**config.mk**
```make
export PLATFORM = sky130hd
export DESIGN_NAME = regfile_mp
export DESIGN_NICKNAME = d
export VERILOG_FILES = /design/src/rtl/regfile_pkg.sv /design/src/rtl/regfile_merge.sv /design/src/rtl/regfile_mp.sv
export SDC_FILE = /design/constraint.sdc
export NUM_CORES = 1
export LEC_CHECK = 0
export CAP_MARGIN = 20
export CORE_MARGIN = 8
export CORE_UTILIZATION = 50
export CTS_BUF_LIST = sky130_fd_sc_hd__clkbuf_8 sky130_fd_sc_hd__clkbuf_16
export DETAILED_ROUTE_END_ITERATION = 8
export PLACE_DENSITY = 0.65
export SLEW_MARGIN = 40
export SYNTH_ARGS = -nofsm -noshare
export SYNTH_HDL_FRONTEND = slang
export SYNTH_SLANG_ARGS = --single-unit
```
**constraint.sdc**
```tcl
create_clock -name clk -period 9.08 [get_ports clk]
set_clock_uncertainty 0.2 [all_clocks]
set_input_delay 1.362 -clock clk [delete_from_list [all_inputs] [get_ports clk]]
set_output_delay 1.362 -clock clk [all_outputs]
set_load 0.05 [all_outputs]
```
**src/rtl/regfile_pkg.sv**
```systemverilog
// Shared definitions for the multi-port register file: write-mode encodings and defaults.
// Latency: n/a (package only).
// Backpressure: n/a (package only).
package regfile_pkg;

  localparam int DATA_W_DEF = 32;
  localparam int NREGS_DEF  = 16;

  // Encodings 101-111 are deliberately left out: they behave as NOP.
  typedef enum logic [2:0] {
    WM_FULL = 3'b000,
    WM_LO   = 3'b001,
    WM_HI   = 3'b010,
    WM_LINK = 3'b011,
    WM_CLR  = 3'b100
  } wr_mode_e;

  // True for every encoding that updates a register.
  function automatic logic mode_writes(input logic [2:0] m);
    return (m <= WM_CLR);
  endfunction

endpackage

```
**src/rtl/regfile_merge.sv**
```systemverilog
// Write-merge unit: resolves write target, merged post-edge value and write-valid.
// Latency: purely combinational.
// Backpressure: none; outputs follow inputs every cycle.
//   mode/wr_addr/wr_data/pc : write request from the datapath and PC unit
//   cur                     : current contents of the resolved target register
//   tgt/merged/wvld         : target index, value after the edge, write takes effect
module regfile_merge
  import regfile_pkg::*;
#(
  parameter int DATA_W   = DATA_W_DEF,
  parameter int AW       = 4,
  parameter int LINK_REG = 15,
  parameter int ZERO_REG = 0
) (
  input  logic [2:0]        mode,
  input  logic [AW-1:0]     wr_addr,
  input  logic [DATA_W-1:0] wr_data,
  input  logic [DATA_W-1:0] pc,
  input  logic [DATA_W-1:0] cur,
  output logic [AW-1:0]     tgt,
  output logic [DATA_W-1:0] merged,
  output logic              wvld
);

  localparam int            H      = DATA_W / 2;
  localparam logic [AW-1:0] LINK_A = AW'(LINK_REG);

  // The target must not depend on cur: the parent indexes the register array with
  // tgt and feeds the result back as cur, so keep these as separate assigns.
  assign tgt  = (mode == WM_LINK) ? LINK_A : wr_addr;
  assign wvld = mode_writes(mode) && !((ZERO_REG != 0) && (tgt == '0));

  always_comb begin
    merged = '0;
    case (mode)
      WM_FULL: merged = wr_data;
      WM_LO:   merged = {cur[DATA_W-1:H], wr_data[H-1:0]};
      // The low half of the data lands in the upper half of the register.
      WM_HI:   merged = {wr_data[H-1:0], cur[H-1:0]};
      WM_LINK: merged = pc;
      default: merged = '0;  // CLR, and don't-care for NOP (wvld is low)
    endcase
  end

endmodule

```
**src/rtl/regfile_mp.sv**
```systemverilog
// Register file: 2 async read ports, 1 sync merged-write port, bypass, pending scoreboard.
// Latency: reads combinational (optional same-cycle forward); writes/pending update in 1 edge.
// Backpressure: none; consumers stall on busy_a/busy_b.
//   rd_addr_a/b -> rd_data_a/b, busy_a/b : read ports and their pending bits
//   wr_addr/wr_data/wr_mode/pc           : write port (LINK stores pc into LINK_REG)
//   rsv_en/rsv_addr                      : mark a register pending when its producer issues
module regfile_mp
  import regfile_pkg::*;
#(
  parameter int DATA_W   = DATA_W_DEF,
  parameter int NREGS    = NREGS_DEF,
  parameter int AW       = $clog2(NREGS),
  parameter int LINK_REG = 15,
  parameter int BYPASS   = 1,
  parameter int ZERO_REG = 0
) (
  input  logic              clk,
  input  logic              rst_n,
  input  logic [AW-1:0]     rd_addr_a,
  input  logic [AW-1:0]     rd_addr_b,
  output logic [DATA_W-1:0] rd_data_a,
  output logic [DATA_W-1:0] rd_data_b,
  input  logic [AW-1:0]     wr_addr,
  input  logic [DATA_W-1:0] wr_data,
  input  logic [2:0]        wr_mode,
  input  logic [DATA_W-1:0] pc,
  input  logic              rsv_en,
  input  logic [AW-1:0]     rsv_addr,
  output logic              busy_a,
  output logic              busy_b
);

  logic [DATA_W-1:0] regs [NREGS];
  logic [NREGS-1:0]  pend;
  logic [NREGS-1:0]  pend_nxt;

  logic [AW-1:0]     wr_tgt;
  logic [DATA_W-1:0] wr_mrg;
  logic              wr_vld;
  logic              rsv_ok;
  logic              byp_a;
  logic              byp_b;

  // Single merge instance shared by the write path and the bypass.
  regfile_merge #(
    .DATA_W  (DATA_W),
    .AW      (AW),
    .LINK_REG(LINK_REG),
    .ZERO_REG(ZERO_REG)
  ) u_merge (
    .mode   (wr_mode),
    .wr_addr(wr_addr),
    .wr_data(wr_data),
    .pc     (pc),
    .cur    (regs[wr_tgt]),
    .tgt    (wr_tgt),
    .merged (wr_mrg),
    .wvld   (wr_vld)
  );

  assign rsv_ok = rsv_en && !((ZERO_REG != 0) && (rsv_addr == '0));

  // Write completion clears first, a reservation then sets: a new producer
  // issued in the same cycle as the old one retires keeps the register pending.
  always_comb begin
    pend_nxt = pend;
    if (wr_vld) pend_nxt[wr_tgt] = 1'b0;
    if (rsv_ok) pend_nxt[rsv_addr] = 1'b1;
  end

  always_ff @(posedge clk or negedge rst_n) begin
    if (!rst_n) begin
      for (int i = 0; i < NREGS; i++) regs[i] <= '0;
      pend <= '0;
    end else begin
      if (wr_vld) regs[wr_tgt] <= wr_mrg;
      pend <= pend_nxt;
    end
  end

  // Forwarding is suppressed in reset so reads see the cleared array, not a
  // write that will be discarded.
  assign byp_a = (BYPASS != 0) && rst_n && wr_vld && (wr_tgt == rd_addr_a);
  assign byp_b = (BYPASS != 0) && rst_n && wr_vld && (wr_tgt == rd_addr_b);

  always_comb begin
    rd_data_a = regs[rd_addr_a];
    if ((ZERO_REG != 0) && (rd_addr_a == '0)) rd_data_a = '0;
    if (byp_a) rd_data_a = wr_mrg;
  end

  always_comb begin
    rd_data_b = regs[rd_addr_b];
    if ((ZERO_REG != 0) && (rd_addr_b == '0)) rd_data_b = '0;
    if (byp_b) rd_data_b = wr_mrg;
  end

  // A forwarded value is already available, so the consumer need not stall.
  assign busy_a = pend[rd_addr_a] & ~byp_a;
  assign busy_b = pend[rd_addr_b] & ~byp_b;

endmodule
```
==> impl_metrics.json, run 1 <==
{
  "cp-start-kind": "input port",
  "grt_pass1_vias": 29100,
  "yosysTopAreaCellShare": 0.400,
  "irDropWorstVdd_mv": 0.146,
  "layout_common_cells": "nand2_1, o21ai_0, dfrtp_1, mux4_2, nor3_1",
  "layout.cells.non_filler": 4066,
  "mostFrequentLayoutCell": "nand2_1",
  "yosysTopAreaCell": "dfrtp_1",
  "leakage_nw": 15.3,
  "clock_sinks": 528,
  "ys.flop_type": "dfrtp_1",
  "crit_chain": "buf_2, buf_4, and3b_4, buf_4, nor3_1, o41ai_1, and3_1, a31oi_4, o21ai_0, clkdlybuf4s50_1",
  "max_freq_ghz": 0.140,
  "rr_startpoint": "regs[448]$_DFFE_PN0P_",
  "pre_cts_slack_ns": 2.12,
  "setup_slack_ns": 1.96,
  "die_y_um": 273,
  "grt_use_total": 0.333,
  "wl_um": 126000,
  "syn-num-nets": 3278,
  "drv_slew": 0,
  "finalHoldViolCount": 0,
  "n_fill_cell": 5493,
  "critPathArrivalTime_ns": 5.56,
  "dr.pass1.iters": 8,
  "port_buffers": 151,
  "min_path_type": "register to register",
  "post-route-period-util": 0.784,
  "min_period_ns": 7.12,
  "antenna_found_initial": 1,
  "synth-edff-count": 0,
  "r2r_setup_slack_ns": 6.45,
  "min_to": "pend[3]$_DFF_PN0_",
  "vias_per_cell": 7.24,
  "critPathLaunch": "wr_mode[2]",
  "worstPathRequired_ns": 7.52,
  "synth_seq_cells": 528,
  "area_growth_pct": 13.8,
  "avgSynthCellArea_um2": 10.3,
  "seq_area_um2": 13200,
  "dr.first_iter.drc_count": 4209,
  "synth_area_um2": 33000,
  "ctsLongestPathBuffers": 3,
  "worst_pin_slew_ns": 0.902,
  "dp_hpwl_um": 76900,
  "overflow": 0,
  "critPathMaxFanout": 62,
  "cts_root_buf": "clkbuf_16",
  "post_cts_resized": 0,
  "whs_path_depth": 2,
  "power.density_nw_per_um2": 212,
  "hold_buffers": 0,
  "ys_warn_count": 0,
  "final_antenna_net_count": 0,
  "reg2reg_depth": 5,
  "stdcell_area_um2": 37600,
  "clk_pin_slew_worst_paths_ns": 0.06,
  "drcViolationCount": 0,
  "reg2reg_to": "regs[352]$_DFFE_PN0P_",
  "setup_viol": 0,
  "end_kind": "output port",
  "grt_max_degree": 92,
  "avgRoutedWirePerCell_um": 31.0,
  "maxSlewHeadroom": 0.399,
  "coreArea_um2": 65600,
  "min-delay-start": "pend[3]$_DFF_PN0_",
  "maxCapViolations": 0,
  "ys_seq_area_frac": 0.400,
  "drive_above_1_share": 0.218,
  "multi_input_area_um2": 18400,
  "rows": 94,
  "critPathSlowestCell": "and3b_4",
  "rsz0062_at_grt": "false",
  "die_x_um": 273,
  "tns_ns": 0,
  "status": "finished, final reports clean",
  "critPathBufInv": 4,
  "io_pins": 152,
  "crit_type": "input port to output port",
  "vias": 29400,
  "synthDistinctLibCells": 77,
  "yosys-top-cells-area": "dfrtp_1, mux4_2, o21ai_0, nand2_1, clkbuf_1",
  "cp_top_family": "buffers and inverters",
  "dieArea_um2": 74500,
  "tritoncts": "built",
  "grt_pass1_wl_um": 189000,
  "dp.cells": 3955,
  "nets": 3240,
  "cts_buffers": 59,
  "cts_max_level": 2,
  "clock_latency_ns": 0.63,
  "place_area_um2": 35400,
  "place_congestion": 0.921,
  "whs_ns": 0.304,
  "cp_common_cell": "buf_4",
  "start_util": 0.503,
  "ys_async_sr_fraction": 1.00,
  "max_stage_delay_ns": 0.91,
  "synthCells": 3192,
  "cts_setup_buffers": 0
}
## worst max path at each step
stage / depth (start not counted) / slack (ns) / end
after floorplan: 11 / 3.28 / rd_data_b[30]
after global placement: 10 / 2.20 / rd_data_b[18]
after detailed placement: 10 / 2.12 / rd_data_a[20]
after CTS: 10 / 2.10 / rd_data_a[20]
after global routing: 10 / 1.85 / rd_data_a[20]
final: 10 / 1.96 / rd_data_a[20]
## registers in the layout (all words and copies together) (netlist names)
name	cells
pend	16
regs	512
## routing by layer
layer | share of wire | global-route usage | up-vias
met2 | 0.45 | 0.500 | 2372
met4 | 0.063 | 0.184 | 0
met1 | 0.36 | 0.430 | 14600
met3 | 0.13 | 0.0998 | 527
met5 | 0 | 0 | -
li1 | - | - | 12000
## cell families (layout without fill, tap and decap cells)
group                      Yosys count  after routing  share of synthesized area
and+or+nand+nor                    952            952                      0.124
AOI/OAI and AO/OA                  945            945                      0.178
DFF                                528            528                      0.400
muxes                              412            412                      0.252
buffers and inverters              353            362                     0.0456
adders and majority gates            1              1                   0.000303
xor gates and xnor gates             1              1                   0.000265
other                                0              1                          0
## per-stage QoR
stage,utilization,total power [mW]
global route,0.573,8.28
finish,0.573,7.97
CTS,0.571,7.94
floorplan,-,4.53
detailed placement,0.539,5.34
global placement,0.537,5.25
## synth_stat cells, types with 6 or more instances
cell / instances
mux2_2: 43
a31oi_4: 7
a31oi_1: 6
a221oi_1: 8
o21ai_1: 25
o31ai_1: 21
a2bb2oi_1: 13
o221ai_1: 24
nand3_1: 26
nor2_1: 79
a2111oi_0: 17
a41oi_2: 6
clkbuf_1: 231
a22o_1: 11
o22ai_1: 54
and2_1: 14
mux4_2: 331
o21ai_2: 10
nor3_1: 127
a221o_1: 11
nor2b_1: 12
or3_1: 27
a22oi_1: 17
buf_6: 8
buf_2: 64
nand2b_1: 11
o2bb2ai_1: 18
and3_1: 15
dfrtp_1: 528
mux2i_1: 38
nand2_1: 613
inv_1: 11
a21oi_1: 79
o21ai_0: 538
o41ai_1: 31
buf_1: 25
buf_4: 11
## worst min-delay path: cells and delay by family, from the launching register on
family	cells	cell delay (ns)
and+or+nand+nor	1	0.05
DFF	1	0.36
AOI/OAI and AO/OA	1	0.06
## power breakdown
part / leakage (nW) / internal (mW) / switching, mW
combinational: 7.19 / 1.00 / 1.15
clock: 1.07 / 1.58 / 1.02
sequential: 7.04 / 2.76 / 0.453
total: 15.3 / 5.35 / 2.62
## cell type report
type                    instances  area share
well taps                     864      0.0288
flip-flops and latches        528       0.352
clock buffers                  72      0.0446
clock inverters                36      0.0115
multi-input cells            2311       0.491
inverters                      13     0.00133
repair buffers                241      0.0714
diodes                          1   0.0000666
Note: power is estimated with default switching activity, not from simulation.
==> inputs of run 2 (changes only) <==
Clock period 9.08 ns to 6.94 ns, I/O delays scaled along.
==> impl_metrics.json, run 2 (synthesis gave the netlist of run 1 again) <==
{
  "clock_sinks": 528,
  "power.density_nw_per_um2": 272,
  "grt_max_degree": 157,
  "worst_pin_slew_ns": 0.934,
  "layout_common_cells": "nand2_1, o21ai_0, dfrtp_1, mux4_2, buf_4",
  "seq_area_um2": 13200,
  "vias": 29800,
  "n_fill_cell": 5482,
  "irDropWorstVdd_mv": 0.223,
  "die_y_um": 273,
  "critPathLaunch": "wr_mode[1]",
  "grt_pass1_vias": 29800,
  "r2r_setup_slack_ns": 4.45,
  "clock_latency_ns": 0.64,
  "crit_end": "rd_data_b[22]",
  "cts_max_level": 2,
  "grt_most_used_layer": "met2",
  "cts_buffers": 59,
  "min_period_ns": 6.26,
  "hold_buffers": 0,
  "maxSlewHeadroom": 0.376,
  "layout.cells.non_filler": 4098,
  "overflow": 0,
  "post_cts_resized": 0,
  "min_path_type": "input port to async pin",
  "cp-start-kind": "input port",
  "multi_input_area_um2": 18400,
  "setup_slack_ns": 0.679,
  "reg2reg_depth": 5,
  "die_x_um": 273,
  "wl_um": 128000,
  "dr.first_iter.drc_count": 4143,
  "grtUsageMet3": 0.106,
  "largest_register": "regs",
  "gr-usage-met2": 0.508,
  "final_util": 0.574,
  "nets": 3276,
  "ctsLongestPathBuffers": 3,
  "maxCapViolations": 0,
  "pre_cts_slack_ns": 0.895,
  "critPathArrivalTime_ns": 5.02,
  "cts_root_buf": "clkbuf_16",
  "whs_ns": 0.151,
  "crit_type": "input port to output port",
  "total_power_mw": 10.2,
  "reg2reg_to": "regs[449]$_DFFE_PN0P_",
  "avgRoutedWirePerCell_um": 31.2,
  "top_regs": "regs (512), pend (16)",
  "antenna_found_initial": 5,
  "stdcell_area_um2": 37700,
  "dieArea_um2": 74500,
  "tns_ns": 0,
  "leakage_nw": 15.5,
  "rsz0062_at_grt": "false",
  "worstPathRequired_ns": 5.70,
  "post-route-period-util": 0.902,
  "final_antenna_net_count": 0,
  "drv_slew": 0,
  "coreArea_um2": 65600,
  "setup_viol": 0,
  "finalHoldViolCount": 0,
  "place_area_um2": 35700,
  "clk_pin_slew_worst_paths_ns": 0.06,
  "end_kind": "output port",
  "port_buffers": 151,
  "status": "finished, final reports clean",
  "rows": 94,
  "grt_pass1_wl_um": 191000,
  "max_freq_ghz": 0.160,
  "io_pins": 152,
  "largest_reg_flops": 512,
  "drive_above_1_share": 0.229,
  "vias_per_cell": 7.26,
  "cts_setup_buffers": 0,
  "mostFrequentLayoutCell": "nand2_1",
  "drcViolationCount": 0,
  "grtUsageMet1": 0.427,
  "rr_startpoint": "regs[353]$_DFFE_PN0P_",
  "dp.cells": 3990,
  "start_util": 0.503,
  "area_growth_pct": 14.1,
  "dr.pass1.iters": 8,
  "critPathMaxFanout": 29,
  "grt_use_total": 0.337,
  "tritoncts": "built",
  "dp_hpwl_um": 78700,
  "place_congestion": 0.950
}
==> run 2: power breakdown <==
part,switching [mW],leakage [nW],internal (mW)
clock,1.34,1.02,1.84
sequential,0.593,7.04,3.61
combinational,1.51,7.43,1.33
==> run 2: worst min-delay path by stage <==
| stage | to | cells past startpoint |
|---|---|---|
| finish | regs[448]$_DFFE_PN0P_ | 1 |
| global route | regs[384]$_DFFE_PN0P_ | 1 |
| CTS | regs[480]$_DFFE_PN0P_ | 1 |
| detailed placement | pend[1]$_DFF_PN0_ | 2 |
| global placement | pend[1]$_DFF_PN0_ | 2 |
| floorplan | pend[2]$_DFF_PN0_ | 2 |
==> run 2: critical path, cell delays in order <==
cell and delay [ns]:
clkdlybuf4s50_1 0.87, nand3b_4 0.46, nand2_1 0.65, buf_4 0.32
o22ai_1 0.09, o21ai_0 0.27, a41oi_2 0.26, buf_4 0.24
o21ai_0 0.57, buf_12 0.22
==> run 2: layout make-up <==
| class | count | share of cell area |
|---|---|---|
| diodes | 1 | 0.0000664 |
| clock buffers | 74 | 0.0446 |
| clock inverters | 30 | 0.00677 |
| inverters | 13 | 0.00129 |
| multi-input cells | 2311 | 0.489 |
| flip-flops and latches | 528 | 0.350 |
| well taps | 864 | 0.0287 |
| repair buffers | 277 | 0.0792 |
==> run 2: layer usage <==
layer | part of all wire | vias up | routed length, µm
met5 | 0.00049 | - | 63
met4 | 0.067 | 8 | 8540
met3 | 0.13 | 609 | 17200
met2 | 0.44 | 2454 | 56800
met1 | 0.35 | 14700 | 45200
li1 | - | 12000 | -
